File: config.mk
export PLATFORM = sky130hd
export DESIGN_NAME = imm_ext_pipe_flat
export DESIGN_NICKNAME = d
export VERILOG_FILES = /design/src/rtl/imm_ext_pkg.sv /design/src/rtl/imm_ext_pipe_if.sv /design/src/rtl/imm_ext_decode.sv /design/src/rtl/imm_ext_pipe.sv /design/src/flat_wrapper.sv
export SDC_FILE = /design/constraint.sdc
export NUM_CORES = 1
export LEC_CHECK = 0
export BUFFER_PORTS_ARGS = -buffer_cell sky130_fd_sc_hd__buf_2
export CAP_MARGIN = 40
export CORE_ASPECT_RATIO = 1.1
export CORE_MARGIN = 2
export CORE_UTILIZATION = 58
export CTS_CLUSTER_SIZE = 28
export DETAILED_ROUTE_END_ITERATION = 8
export HOLD_SLACK_MARGIN = 0.12
export PLACE_DENSITY = 0.95
export SYNTH_ARGS = -nofsm -noshare
export SYNTH_HDL_FRONTEND = slang
export SYNTH_SLANG_ARGS = --single-unit
File: constraint.sdc
create_clock -name clk -period 5 [get_ports clk]
set_input_delay 0.25 -clock clk [delete_from_list [all_inputs] [get_ports clk]]
set_output_delay 0.25 -clock clk [all_outputs]
set_load 0.1 [all_outputs]
File: src/rtl/imm_ext_pkg.sv
// Shared types and constants for the LEGv8 immediate extractor pipeline.
// Holds the format tag enum, the opcode match patterns and the field widths
// of each immediate-bearing instruction format.
package imm_ext_pkg;

  // Width of the format tag carried alongside each immediate.
  localparam int IMM_FMT_W = 3;

  // Format tag values as seen on out_fmt.
  typedef enum logic [IMM_FMT_W-1:0] {
    FMT_NONE = 3'd0,
    FMT_D    = 3'd1,
    FMT_CB   = 3'd2,
    FMT_B    = 3'd3,
    FMT_I    = 3'd4,
    FMT_IW   = 3'd5
  } fmt_e;

  // D format: instr[31:21]
  localparam logic [10:0] OP_LDUR = 11'b11111000010;
  localparam logic [10:0] OP_STUR = 11'b11111000000;
  // CB format: instr[31:24]
  localparam logic [7:0]  OP_CBZ  = 8'b10110100;
  localparam logic [7:0]  OP_CBNZ = 8'b10110101;
  // B format: instr[31:26]
  localparam logic [5:0]  OP_B    = 6'b000101;
  localparam logic [5:0]  OP_BL   = 6'b100101;
  // I format: instr[31:22]
  localparam logic [9:0]  OP_ADDI = 10'b1001000100;
  localparam logic [9:0]  OP_SUBI = 10'b1101000100;
  // IW format: instr[31:23]
  localparam logic [8:0]  OP_MOVZ = 9'b110100101;

  // Immediate field widths per format.
  localparam int W_D  = 9;
  localparam int W_CB = 19;
  localparam int W_B  = 26;
  localparam int W_I  = 12;
  localparam int W_IW = 16;

  // Widest immediate the decoder builds internally before truncation.
  localparam int IMM_MAX_W = 64;

  // True for the PC-relative formats whose offsets may be scaled to bytes.
  function automatic logic is_branch(input fmt_e f);
    return (f == FMT_CB) || (f == FMT_B);
  endfunction

endpackage

File: src/rtl/imm_ext_pipe_if.sv
// Bundle of the instruction-side and result-side handshakes of imm_ext_pipe.
//
// Handshake rule (both sides): a transfer happens on a rising clk edge where
// valid and ready are both 1. The producer holds valid and its payload stable
// until that edge; ready may depend combinationally on downstream state but
// never on the same side's valid.
interface imm_ext_pipe_if #(
  parameter int DATA_W = 64,
  parameter int FMT_W  = 3
);
  logic              in_valid;
  logic              in_ready;
  logic [31:0]       in_instr;
  logic              out_valid;
  logic              out_ready;
  logic [DATA_W-1:0] out_imm;
  logic [FMT_W-1:0]  out_fmt;
  logic              out_illegal;

  // Producer of instructions and consumer of results.
  modport master (
    output in_valid, in_instr, out_ready,
    input  in_ready, out_valid, out_imm, out_fmt, out_illegal
  );

  // The extractor pipeline itself.
  modport slave (
    input  in_valid, in_instr, out_ready,
    output in_ready, out_valid, out_imm, out_fmt, out_illegal
  );
endinterface

File: src/rtl/imm_ext_decode.sv
// Combinational LEGv8 immediate decoder: classifies the instruction format,
// extracts the immediate field and extends it to DATA_W bits.
// Build option: IMM_EXT_BRANCH_SHIFT_EN scales CB/B offsets to bytes (<<2).
module imm_ext_decode
  import imm_ext_pkg::*;
#(
  parameter int DATA_W = 64   // legal range 32..64
) (
  input  logic [31:0]       instr,
  output logic [DATA_W-1:0] imm,
  output fmt_e              fmt,
  output logic              illegal
);

  logic [IMM_MAX_W-1:0] d_ext;
  logic [IMM_MAX_W-1:0] cb_ext;
  logic [IMM_MAX_W-1:0] b_ext;
  logic [IMM_MAX_W-1:0] i_ext;
  logic [IMM_MAX_W-1:0] iw_ext;
  logic [IMM_MAX_W-1:0] cb_val;
  logic [IMM_MAX_W-1:0] b_val;
  logic [IMM_MAX_W-1:0] raw;

  // Extend to the full 64 bits first; truncating to DATA_W afterwards keeps
  // the field MSB replicated up to bit DATA_W-1.
  assign d_ext  = {{(IMM_MAX_W-W_D){instr[20]}},  instr[20:12]};
  assign cb_ext = {{(IMM_MAX_W-W_CB){instr[23]}}, instr[23:5]};
  assign b_ext  = {{(IMM_MAX_W-W_B){instr[25]}},  instr[25:0]};
  assign i_ext  = {{(IMM_MAX_W-W_I){1'b0}},       instr[21:10]};
  // MOVZ: hw selects a 16-bit lane, shift = hw*16.
  assign iw_ext = {{(IMM_MAX_W-W_IW){1'b0}}, instr[20:5]} << {instr[22:21], 4'b0000};

`ifdef IMM_EXT_BRANCH_SHIFT_EN
  // Byte offsets: the two MSBs of the pre-shift value fall off the top after
  // truncation to DATA_W.
  assign cb_val = cb_ext << 2;
  assign b_val  = b_ext << 2;
`else
  // Word offsets, exactly as extended.
  assign cb_val = cb_ext;
  assign b_val  = b_ext;
`endif

  // First-match format decode and immediate selection.
  always_comb begin
    raw     = '0;
    fmt     = FMT_NONE;
    illegal = 1'b0;
    if (instr[31:21] == OP_LDUR || instr[31:21] == OP_STUR) begin
      raw = d_ext;
      fmt = FMT_D;
    end else if (instr[31:24] == OP_CBZ || instr[31:24] == OP_CBNZ) begin
      raw = cb_val;
      fmt = FMT_CB;
    end else if (instr[31:26] == OP_B || instr[31:26] == OP_BL) begin
      raw = b_val;
      fmt = FMT_B;
    end else if (instr[31:22] == OP_ADDI || instr[31:22] == OP_SUBI) begin
      raw = i_ext;
      fmt = FMT_I;
    end else if (instr[31:23] == OP_MOVZ) begin
      fmt = FMT_IW;
      // A 32-bit datapath cannot hold lanes 2 and 3.
      if (DATA_W == 32 && instr[22]) begin
        raw     = '0;
        illegal = 1'b1;
      end else begin
        raw = iw_ext;
      end
    end else begin
      illegal = 1'b1;
    end
  end

  assign imm = raw[DATA_W-1:0];

endmodule

File: src/rtl/imm_ext_pipe.sv
// Two-stage elastic immediate extractor for the LEGv8 datapath.
// S1 captures the instruction word, S2 captures the decoded immediate.
// Build option: IMM_EXT_BRANCH_SHIFT_EN (byte-scaled CB/B offsets, see
// imm_ext_decode).
module imm_ext_pipe
  import imm_ext_pkg::*;
#(
  parameter int DATA_W = 64,        // legal range 32..64
  parameter int FMT_W  = IMM_FMT_W
) (
  input  logic         clk,
  input  logic         reset,       // asynchronous, active low
  imm_ext_pipe_if.slave bus
);

  logic              s1_valid;
  logic [31:0]       s1_instr;
  logic              s2_valid;
  logic [DATA_W-1:0] s2_imm;
  fmt_e              s2_fmt;
  logic              s2_illegal;

  logic [DATA_W-1:0] dec_imm;
  fmt_e              dec_fmt;
  logic              dec_illegal;

  logic              s2_load;
  logic              s1_move;

  // S2 can take a new entry when empty or when its current entry leaves.
  assign s2_load = !s2_valid | (s2_valid & bus.out_ready);
  // S1 drains into S2 whenever S2 can load.
  assign s1_move = s1_valid & s2_load;
  // S1 can accept when empty or emptying this cycle.
  assign bus.in_ready = !s1_valid | s1_move;

  imm_ext_decode #(
    .DATA_W (DATA_W)
  ) u_decode (
    .instr   (s1_instr),
    .imm     (dec_imm),
    .fmt     (dec_fmt),
    .illegal (dec_illegal)
  );

  // Stage 1: capture the instruction word on an accepted transfer only.
  always_ff @(posedge clk or negedge reset) begin
    if (!reset) begin
      s1_valid <= 1'b0;
      s1_instr <= '0;
    end else if (bus.in_ready) begin
      s1_valid <= bus.in_valid;
      if (bus.in_valid) begin
        s1_instr <= bus.in_instr;
      end
    end
  end

  // Stage 2: capture the decoded result; payload is frozen while stalled.
  always_ff @(posedge clk or negedge reset) begin
    if (!reset) begin
      s2_valid   <= 1'b0;
      s2_imm     <= '0;
      s2_fmt     <= FMT_NONE;
      s2_illegal <= 1'b0;
    end else if (s2_load) begin
      s2_valid <= s1_valid;
      if (s1_valid) begin
        s2_imm     <= dec_imm;
        s2_fmt     <= dec_fmt;
        s2_illegal <= dec_illegal;
      end
    end
  end

  assign bus.out_valid   = s2_valid;
  assign bus.out_imm     = s2_imm;
  assign bus.out_fmt     = FMT_W'(s2_fmt);
  assign bus.out_illegal = s2_illegal;

endmodule
File: src/flat_wrapper.sv
// flat-port wrapper written by rule: the top's interface ports become plain ports
module imm_ext_pipe_flat import imm_ext_pkg::*;
#(
  parameter int DATA_W = 64,                             
  parameter int FMT_W  = IMM_FMT_W
)
  (clk, reset, bus_in_valid, bus_in_instr, bus_out_ready, bus_in_ready, bus_out_valid, bus_out_imm, bus_out_fmt, bus_out_illegal);
  imm_ext_pipe_if #(.DATA_W(DATA_W), .FMT_W(FMT_W)) bus_i ();
  input  logic clk;
  input  logic reset;
  input wire logic [$bits(bus_i.in_valid)-1:0] bus_in_valid;
  input wire logic [$bits(bus_i.in_instr)-1:0] bus_in_instr;
  input wire logic [$bits(bus_i.out_ready)-1:0] bus_out_ready;
  output wire logic [$bits(bus_i.in_ready)-1:0] bus_in_ready;
  output wire logic [$bits(bus_i.out_valid)-1:0] bus_out_valid;
  output wire logic [$bits(bus_i.out_imm)-1:0] bus_out_imm;
  output wire logic [$bits(bus_i.out_fmt)-1:0] bus_out_fmt;
  output wire logic [$bits(bus_i.out_illegal)-1:0] bus_out_illegal;
  assign bus_i.in_valid = bus_in_valid;
  assign bus_i.in_instr = bus_in_instr;
  assign bus_i.out_ready = bus_out_ready;
  assign bus_in_ready = bus_i.in_ready;
  assign bus_out_valid = bus_i.out_valid;
  assign bus_out_imm = bus_i.out_imm;
  assign bus_out_fmt = bus_i.out_fmt;
  assign bus_out_illegal = bus_i.out_illegal;
  imm_ext_pipe #(.DATA_W(DATA_W), .FMT_W(FMT_W)) u_core (.clk(clk), .reset(reset), .bus(bus_i));
endmodule
# Word-level counts from Yosys, hierarchy flattened
# Cells that the tools add are included.
# Widths: inputs -> output; s select.
dict set report op_classes {
  shifts 1
  n_bitwise 4
  mux 15
  n_reduce_logical 8
  n_eq_ne 9
}
# operator n
set ops {}
lappend ops {{$mux 64} 5}
lappend ops {{$shl 16x6->64} 1}
lappend ops {{$eq 11x11->1 const B} 2}
lappend ops {{$eq 10x10->1 const B} 2}
lappend ops {{$eq 8x8->1 const B} 2}
lappend ops {{$mux 3} 5}
lappend ops {{$eq 9x9->1 const B} 1}
lappend ops {{$eq 6x3->1 const B} 1}
lappend ops {{$eq 6x6->1 const B} 1}
lappend ops {{$mux 1} 5}
lappend ops {{$logic_or 1x1->1} 4}
lappend ops {{$reduce_and 2->1} 2}
lappend ops {{$and 1x1->1} 2}
lappend ops {{$logic_not 1->1} 2}
lappend ops {{$or 1x1->1} 2}
dict set report word_totals {
  reg_bits 102
  elab_cells 43
}

# Longest topological paths before layout
dict set report depth {
  depth_word 6
  mapped_depth 8
  ltp_nobuf 5
}

# Cells and area by module
# From an unflattened synthesis, not the netlist that was laid out.
dict set report unflattened {
  cells_unflattened 401
  area_unflattened_um2 5181.2
}
# mod seq_area_each_um2 n_inst cells_per_inst area_each_um2
set modules_own_cells {}
lappend modules_own_cells {imm_ext_pipe 2552.4 1 218 3913.8}
lappend modules_own_cells {imm_ext_decode 0.0 1 183 1267.5}

# Worst setup path before layout
# Ideal clock, no wire load.
dict set report synth_timing {
  path_kind {register to register}
  from {reg u_core.s2_valid (netlist: u_core.bus.out_valid)}
  to {reg u_core.s1_instr[10]}
  t_arrival_ns 3.124
  path_slack_ns 1.751
  period_less_slack_ns 3.249
  path_stages_with_launch 5
  path_buffers 1
  required_time_ns 4.875
  cell_sequence {dfrtp_1 nand3b_1 nand2_1 buf_1 mux2_2}
}
dict set report synth_between {
  elab_chain_cells 5
}
# element line
set synth_lines {}
lappend synth_lines {{start, declared} imm_ext_pipe.sv:18} ;# logic s2_valid;
lappend synth_lines {{start signal, assigned} imm_ext_pipe.sv:67} ;# s2_valid <= s1_valid;
lappend synth_lines {{$and 1x1->1 / $logic_not 1->1 (equally long branches)} imm_ext_pipe.sv:31} ;# assign s2_load = !s2_valid | (s2_valid & bus.out_ready);
lappend synth_lines {{$or 1x1->1 (*)} imm_ext_pipe.sv:31}
lappend synth_lines {{$and 1x1->1 (*)} imm_ext_pipe.sv:33} ;# assign s1_move = s1_valid & s2_load;
lappend synth_lines {{$or 1x1->1 (*)} imm_ext_pipe.sv:35} ;# assign bus.in_ready = !s1_valid | s1_move;
lappend synth_lines {{via bus_in_ready} flat_wrapper.sv:14} ;# output wire logic [$bits(bus_i.in_ready)-1:0] bus_in_ready;
lappend synth_lines {{$reduce_and 2->1 (no line) (*)} n/a}
lappend synth_lines {{end signal, assigned} imm_ext_pipe.sv:54} ;# s1_instr <= bus.in_instr;
lappend synth_lines {{end, declared} imm_ext_pipe.sv:17} ;# logic [31:0] s1_instr;
# The timed path passes the listed nets; every way through them passes the cells marked *.
# A chain may end at the register's enable or synchronous reset.

# Final worst setup path
dict set report layout_timing {
  from {reg u_core.s1_instr[26]}
  to {reg u_core.s2_imm[45] (netlist: u_core.bus.out_imm[45])}
}
dict set report layout_between {
  elab_chain_cells 6
}
# element line
set layout_lines {}
lappend layout_lines {{$eq 9x9->1 / $eq 10x10->1 (equally long branches)} {imm_ext_decode.sv:61, imm_ext_decode.sv:58}}
lappend layout_lines {{$mux 64 / $logic_or 1x1->1 (equally long branches)} {imm_ext_decode.sv:61, imm_ext_decode.sv:58}}
lappend layout_lines {{$mux 64} imm_ext_decode.sv:58} ;# end else if (instr[31:22] == OP_ADDI || instr[31:22] == OP_SUBI) begin
lappend layout_lines {{$mux 64} imm_ext_decode.sv:55} ;# end else if (instr[31:26] == OP_B || instr[31:26] == OP_BL) begin
lappend layout_lines {{$mux 64} imm_ext_decode.sv:52} ;# end else if (instr[31:24] == OP_CBZ || instr[31:24] == OP_CBNZ) begin
lappend layout_lines {{$mux 64 (*)} imm_ext_decode.sv:49} ;# if (instr[31:21] == OP_LDUR || instr[31:21] == OP_STUR) begin
lappend layout_lines {{end signal, assigned} imm_ext_pipe.sv:69} ;# s2_imm <= dec_imm;
lappend layout_lines {{end, declared} imm_ext_pipe.sv:19} ;# logic [DATA_W-1:0] s2_imm;
# Mark *: on every way between the ends. The rest lies on a longest branch, timed or not.

==> summary.txt <==
CP endpoint kind: flop
register bit total from synthesis: 102
Peak Freq: 0.370 GHz
Tmin final: 2.70 ns
sequential area share after synthesis: 53.5%
peak supply drop: 190 uV
CTS Sinks: 102
initial antenna violation count: 0
DRC: 0
Synth Warn #: 0
fin. max-slew vios: 0
required time of the critical path: 5.31 ns
worst-path fanout max: 27
Setup WS pre-CTS: 2.37 ns
Hold Crit Class: in2reg
number of flops mapped to enable cells by yosys: 0
Mapped Nets: 456
global route total overflow: 0
Area growth, synth to finish: 21.3%
leak pwr: 2.69 nW
H-tree depth: 3
clock root cell: clkbuf_8
unrepaired setup endpoints after global routing: no
crit-path max cell delay: 0.83 ns
nets@finish: 561
cells after synthesis: 420
Initial Util: 60.0%
clk slew on worst S/H paths: 0.11 ns
slowest CP cell: and3b_1
DR iter-0 viols: 523
Hold Buf Count CTS: 28
Post-synth top flop: dfrtp_1
Least-Margin Pin Slew: 0.940 ns
synthesized cell area: 0.00477 mm^2
Worst Slack Setup Final: 2.30 ns
status: finished clean
Worst Skew: 0.0174 ns
Final setup viols: 0
die area: 0.00897 mm^2
postcts setup bufs: 0
commonest non-fill, non-tap cell in the layout: buf_2
I/O pin cnt: 106
max cap viols: 0
Non-Filler Instances: 638
routed wire length: 13300 um
Pre-Repair DR Iteration Count: 7
gpl congestion: 0.937
Crit path arrival time: 3.02 ns
die height: 99.1 um
vias in the first global route: 3990
routed vias: 4136
Slew HR: 37.3%
number of routed nets with antenna violations: 0
Core ar.: 0.00796 mm^2
clk_lat worst skew: 0.38 ns
CP Launch Type: flop
critical path type: reg2reg
post-route setup TNS: 0 ns
total track usage: 30.6%
Synth cell types: 49
share of flip-flops with an asynchronous set or reset: 100%
Port Buffers: 105
Antenna diodes: 0
global-route wire length before repair: 21300 um
CTS Buffer Depth: 2
CTS Buf Count: 9
power per cell area: 384 mW/mm^2
share of post-route cells with drive strength above 1: 32.1%
CTS-repair resized insts: 0
# rows: 34
syn avg cell area: 11.4 um^2
wire length per cell: 20.8 um
worst-path cell chain: nor3b_2 > and3b_1 > nand2_1 > a21oi_4 > a221o_1
placed cell count: 594
largest net degree at the start of global routing: 63
final hold vios: 0
CTS tree: yes
die width: 90.5 um
HPWL Detailed: 8830 um
period utilisation layout: 54.0%
vias per cell: 6.48
most frequent cells in the layout: 104 x buf_2, 102 x dfrtp_1, 40 x nand2_1
## kinds of logic (layout without fill, tap and decap cells)
logic type / after synthesis / after routing / share of synthesized area (%)
AND/OR/NAND/NOR: 121 / 121 / 14.5
AO/OA/AOI/OAI: 120 / 120 / 19.8
flip-flops: 102 / 102 / 53.5
buffers and inverters: 44 / 154 / 4.46
multiplexers: 33 / 33 / 7.76
## state kept, by name, indices dropped and copies added, names as in the netlist
register and flops:
u_core.s1_instr 32, u_core.bus.out_valid 1, u_core.bus.out_imm 64, u_core.s1_valid 1, u_core.bus.out_fmt 3, u_core.bus.out_illegal 1
## layer usage
metal	GRT usage [%]	vias to the layer above	share of wire (%)
li1	-	1792	-
met1	41.1	1990	38
met2	48.8	283	48
met3	5.53	71	8.6
met4	14.6	0	4.8
met5	0	-	0
## power breakdown
group / switching, W / internal, W
registers: 0.000123 / 0.000907
clock network: 0.000307 / 0.000243
logic: 0.000495 / 0.000150
## stage by stage
| step | hold slack [ns] | area, um^2 | utilization, % | power [W] |
|---|---|---|---|---|
| 4_1_cts | 0.121 | 5790 | 72.8 | 0.00222 |
| 2_1_floorplan | -0.0456 | 4770 | - | 0.00151 |
| 5_1_grt | 0.121 | 5790 | 72.8 | 0.00230 |
| 6_report | 0.125 | 5790 | 72.8 | 0.00223 |
| 3_5_place_dp | 0.170 | 5300 | 66.6 | 0.00166 |
| 3_3_place_gp | 0.162 | 5250 | 66.0 | 0.00164 |
## path summary, 6_finish.rpt
check | depth (start not counted) | from | endpoint | slack, ns
worst max-delay path | 5 | u_core.s1_instr[26] | u_core.bus.out_imm[45] | 2.30
worst min-delay path | 2 | bus_in_instr[21] | u_core.s1_instr[21] | 0.12
worst max register to register | 5 | u_core.s1_instr[26] | u_core.bus.out_imm[45] | 2.30
worst min register to register | 2 | u_core.bus.out_fmt[1] | u_core.bus.out_fmt[1] | 0.49
max in group asynchronous | 4 | reset | u_core.bus.out_imm[63] | 3.77
min in group asynchronous | 2 | reset | u_core.s1_instr[10] | 0.31
## critical path, delay by kind of cell, from the launching register on
kind,cells,cell delay (ns)
and+or+nand+nor,3,1.35
DFF,1,0.46
AOI/OAI and AO/OA,2,0.83
## cells in the mapped netlist, types with 3 or more instances
cell type	instances	area (um^2)
o31ai_1	8	60.1
o21ai_1	9	45.0
mux2_2	32	360
and2_1	3	18.8
buf_2	11	55.1
a21oi_1	16	80.1
nand3b_1	3	22.5
a221oi_1	19	166
nand4_1	5	31.3
a22oi_1	10	75.1
o22ai_1	4	25.0
a22o_1	8	70.1
dfrtp_1	102	2550
buf_6	3	33.8
nor2_1	29	109
and3_1	5	31.3
nand2b_1	5	31.3
o211ai_1	3	22.5
and4_1	3	26.3
buf_4	3	22.5
nand2_1	41	154
a221o_1	26	260
buf_1	8	30.0
o21ai_0	4	20.0
nand3_1	10	50.1
clkbuf_1	19	71.3
a211o_1	4	35.0
## final cells by class
class                      count  area [um^2]
tap                          108          135
timing repair buffer         138          878
multi-input combinational    274         2010
sequential                   102         2550
clock inverter                 7         91.3
clock buffer                   9          124
fill                         556         2160
Power figures use the tool's default switching activity.
